### src/rtl/uart_rx_fifo.sv
// uart_rx_fifo: first-word-fall-through byte buffer behind uart_rx, keeping parity/frame flags per byte.
// Optional build macro UART_RX_FIFO_ERR_DROP_EN: errored bytes are counted but not stored.
module uart_rx_fifo #(
    parameter int DEPTH     = 16,
    parameter int AF_THRESH = 12
) (
    input  logic                    clk,
    input  logic                    reset,
    input  logic                    flush,
    input  logic                    rx_valid,
    output logic                    rx_ready,
    input  logic [7:0]              rx_data,
    input  logic                    parity_err,
    input  logic                    frame_err,
    output logic                    out_valid,
    input  logic                    out_ready,
    output logic [7:0]              out_data,
    output logic                    out_parity_err,
    output logic                    out_frame_err,
    output logic [$clog2(DEPTH):0]  level,
    output logic                    empty,
    output logic                    full,
    output logic                    almost_full,
    output logic [15:0]             err_count
);

    localparam int AW = $clog2(DEPTH);
    localparam int LW = AW + 1;
    localparam logic [LW-1:0] LVL_FULL = LW'(DEPTH);
    localparam logic [LW-1:0] LVL_AF   = LW'(AF_THRESH);

    typedef struct packed {
        logic       frame_err;
        logic       parity_err;
        logic [7:0] data;
    } entry_t;

    entry_t        mem [DEPTH];
    entry_t        head;
    logic [AW-1:0] wr_ptr;
    logic [AW-1:0] rd_ptr;
    logic [LW-1:0] level_nxt;
    logic          push_hs;
    logic          rx_err;
    logic          do_write;
    logic          do_pop;

    // Handshake readiness comes only from registered flags, so there is no input-to-output path.
    assign rx_ready  = ~full;
    assign out_valid = ~empty;
    assign push_hs   = rx_valid & rx_ready;
    assign rx_err    = parity_err | frame_err;
    assign do_pop    = out_valid & out_ready;
    assign head      = mem[rd_ptr];
    assign out_data  = head.data;

`ifdef UART_RX_FIFO_ERR_DROP_EN
    assign do_write       = push_hs & ~rx_err;
    assign out_parity_err = 1'b0;
    assign out_frame_err  = 1'b0;
`else
    assign do_write       = push_hs;
    assign out_parity_err = head.parity_err;
    assign out_frame_err  = head.frame_err;
`endif

    always_comb begin
        level_nxt = level + LW'(do_write) - LW'(do_pop);
    end

    // NOTE: state registers use non-blocking assignments so every flop samples pre-edge values.
    always_ff @(posedge clk) begin
        if (reset || flush) begin
            wr_ptr      <= '0;
            rd_ptr      <= '0;
            level       <= '0;
            empty       <= 1'b1;
            full        <= 1'b0;
            almost_full <= 1'b0;
        end else begin
            if (do_write) wr_ptr <= wr_ptr + 1'b1;
            if (do_pop)   rd_ptr <= rd_ptr + 1'b1;
            level       <= level_nxt;
            empty       <= (level_nxt == '0);
            full        <= (level_nxt == LVL_FULL);
            almost_full <= (level_nxt >= LVL_AF);
        end
    end

    // NOTE: payload RAM has no reset; stale words are never visible because out_valid gates them.
    always_ff @(posedge clk) begin
        if (do_write) begin
            mem[wr_ptr] <= '{frame_err: frame_err, parity_err: parity_err, data: rx_data};
        end
    end

    // Errors are counted on every accepted byte, including during flush and when the byte is dropped.
    always_ff @(posedge clk) begin
        if (reset) begin
            err_count <= '0;
        end else if (push_hs && rx_err && (err_count != 16'hFFFF)) begin
            err_count <= err_count + 16'd1;
        end
    end

endmodule

### config.mk
export PLATFORM = sky130hd
export DESIGN_NAME = uart_rx_fifo
export DESIGN_NICKNAME = d
export VERILOG_FILES = /design/src/rtl/uart_rx_fifo.sv
export SDC_FILE = /design/constraint.sdc
export NUM_CORES = 1
export LEC_CHECK = 0
export BUFFER_PORTS_ARGS = -buffer_cell sky130_fd_sc_hd__buf_2
export CORE_UTILIZATION = 60
export DETAILED_ROUTE_END_ITERATION = 6
export PLACE_DENSITY = 0.79
export SETUP_SLACK_MARGIN = 0.05
export SYNTH_ARGS = -nofsm -noshare
export SYNTH_HDL_FRONTEND = slang
export SYNTH_SLANG_ARGS = --single-unit
### constraint.sdc
create_clock -name clk -period 2.7 [get_ports clk]
set_clock_uncertainty 0.2 [all_clocks]
set_input_delay 0.27 -clock clk [delete_from_list [all_inputs] [get_ports clk]]
set_output_delay 0.27 -clock clk [all_outputs]
set_load 0.02 [all_outputs]
==> results.sh <==
export IMPL_vias=4398
export IMPL_cts_max_path_buffers=2
export IMPL_diodes=0
export IMPL_firstDrtPassIters=5
export IMPL_cts_tree="built"
export IMPL_syn_to_final_growth_pct=17.4
export IMPL_leakagePower_nw=3.04
export IMPL_final_common_cell="edfxtp_1"
export IMPL_cp_start_kind="flip-flop"
export IMPL_drv_slew=0
export IMPL_io_buffers=50
export IMPL_grt_max_degree=41
export IMPL_antenna_found_initial=0
export IMPL_maxCapViolCount=0
export IMPL_outcome="complete, but fails checks"
export IMPL_drt_initial_drc_count=342
export IMPL_ys_warn_count=0
export IMPL_die_h_um=116
export IMPL_place_congestion=0.778
export IMPL_fmaxAchievable_ghz=0.364
export IMPL_violations="negative setup slack"
export IMPL_final_cell_mix="160 x edfxtp_1, 50 x mux4_2, 42 x buf_2"
export IMPL_setup_viol=10
export IMPL_dp_hpwl_um=9970
export IMPL_cp_end_kind="primary output"
export IMPL_io_pins=51
export IMPL_routed_wl_um=17900
export IMPL_clk_latency_ps=420
export IMPL_cts_clk_slew_worst_paths_ps=60
export IMPL_fin_crit_ps=2750
export IMPL_hold_viol=0
export IMPL_relSlewSlack=0.541
export IMPL_fillers=758
export IMPL_synth_async_sr_flop_share=0
export IMPL_grt_remaining_overflow=0
export IMPL_synth_net_count=465
export IMPL_layout_worst_path_cycle_share=1.02
export IMPL_rsz0062_at_grt="true"
export IMPL_ant_nets=0
export IMPL_die_width_um=116
export IMPL_place_ws_ps=343
export IMPL_utilization=0.725
export IMPL_h_tree_depth=4
export IMPL_cellPowerDensity_nw_per_um2=674
export IMPL_arrival_ps=2280
export IMPL_synth_edf_count=160
export IMPL_cts_root_buf="clkbuf_16"
export IMPL_vias_per_cell=6.27
export IMPL_critPathKind="flip-flop to primary output"
export IMPL_cp_required_ps=2230
export IMPL_avgSynthCellArea_um2=17.8
export IMPL_initial_core_util=0.618
export IMPL_grt_pass1_vias=4462
export IMPL_rows=41
export IMPL_cts_sinks=196
export IMPL_synth_seq_cells=196
export IMPL_setup_tns_ps=-284
export IMPL_dieArea_um2=13500
export IMPL_setup_slack_ps=-46.2
export IMPL_cts_buffers=17
export IMPL_netlist_area_um2=7790
export IMPL_ys_flop_type="edfxtp_1"
export IMPL_cp_max_fo=8
export IMPL_ir_worst_vdd_uv=550
export IMPL_ys_types=43
export IMPL_coreArea_um2=12600
export IMPL_ys_seq_area_frac=0.709
export IMPL_drc_errors=0
export IMPL_hp_class="input pin to flip-flop"
export IMPL_final_nets=544
export IMPL_worstMarginPinSlew_ps=688
export IMPL_grt_use_total=0.287
export IMPL_synth_cells=439
export IMPL_drive_above_1_share=0.318
export IMPL_grt_pass1_wl_um=26300
export IMPL_wl_per_cell_um=25.6
cell usage after synthesis, types with 7 or more instances:
| master | number | area, um2 |
|---|---|---|
| ha_1 | 10 | 125 |
| clkbuf_1 | 16 | 60.1 |
| o31ai_1 | 8 | 60.1 |
| or4_1 | 10 | 75.1 |
| mux4_2 | 50 | 1130 |
| nor2_1 | 29 | 109 |
| a21oi_1 | 15 | 75.1 |
| dfxtp_1 | 36 | 721 |
| xor2_1 | 7 | 61.3 |
| nand4_1 | 7 | 43.8 |
| edfxtp_1 | 160 | 4800 |
| nand2_1 | 20 | 75.1 |
| inv_1 | 10 | 37.5 |
final cells by class:
type / instances / area (um2) / area share
multi-input combinational: 210 / 2140 / 0.234
clock inverter: 12 / 140 / 0.0153
inverter: 10 / 37.5 / 0.00410
clock buffer: 18 / 429 / 0.0469
tap: 172 / 215 / 0.0235
sequential: 196 / 5530 / 0.604
timing repair buffer: 83 / 656 / 0.0716
kinds of logic (layout without fill, tap and decap cells):
family,after synthesis,in the layout,synth area share
muxes,53,53,0.149
AOI/OAI and AO/OA,35,35,0.0274
DFF,196,196,0.709
and+or+nand+nor,101,101,0.0684
adders and majority gates,11,11,0.0186
buffers and inverters,33,123,0.0169
xor gates and xnor gates,10,10,0.0112
flip-flops by register name, summed over array words and instances, names as in the netlist, named ones only:
name and count:
level 5, mem 160, empty 1, almost_full 1
wr_ptr 4, err_count 16, rd_ptr 4, full 1
worst max-delay path, cell delays in order, from the launching register on:
cell     delay [ps]
dfxtp_4         380
buf_12          140
buf_16          150
mux4_2          530
mux4_2          510
buf_6           150
metrics by stage:
| stage | instances | instance area [um2] | hold WS, ps | power (mW) |
|---|---|---|---|---|
| 6_report | 701 | 9150 | 17.5 | 6.17 |
| 5_1_grt | 701 | 9150 | 26.8 | 6.33 |
| 4_1_cts | 701 | 9150 | 6.37 | 6.19 |
| 3_5_place_dp | 665 | 8400 | 297 | 3.74 |
| 3_3_place_gp | 665 | 8400 | 285 | 3.72 |
| 2_1_floorplan | 439 | 7790 | 169 | 3.60 |
final timing paths:
path	from	endpoint	slack [ps]	depth (start not counted)
setup / recovery	flip-flop	out_data[6]	-50	5
hold / removal	rx_valid	wr_ptr[1]	20	4
setup reg to reg	full	empty	360	8
hold reg to reg	err_count[1]	err_count[1]	310	2
per-layer routing:
layer / GRT usage / vias up / wire, um
met3: 0.0727 / 49 / 1330
met1: 0.330 / 2239 / 6470
met4: 0.142 / 0 / 625
li1: - / 1899 / -
met5: 0 / - / 0
met2: 0.502 / 211 / 9520
where the power goes:
group	total, mW	leakage (nW)	internal (mW)	switching [mW]
clock	2.46	0.270	1.43	1.03
sequential	3.32	1.74	3.30	0.0206
combinational	0.388	1.03	0.166	0.222
repair_timing:
item,in CTS,in global routing
setup endpoints to repair,10,10
gates cloned,3,0
hold endpoints to repair,4,0
hold buffers,1,0
gates resized for setup,22,0
buffers inserted,2,0
Power figures use the tool's default switching activity.
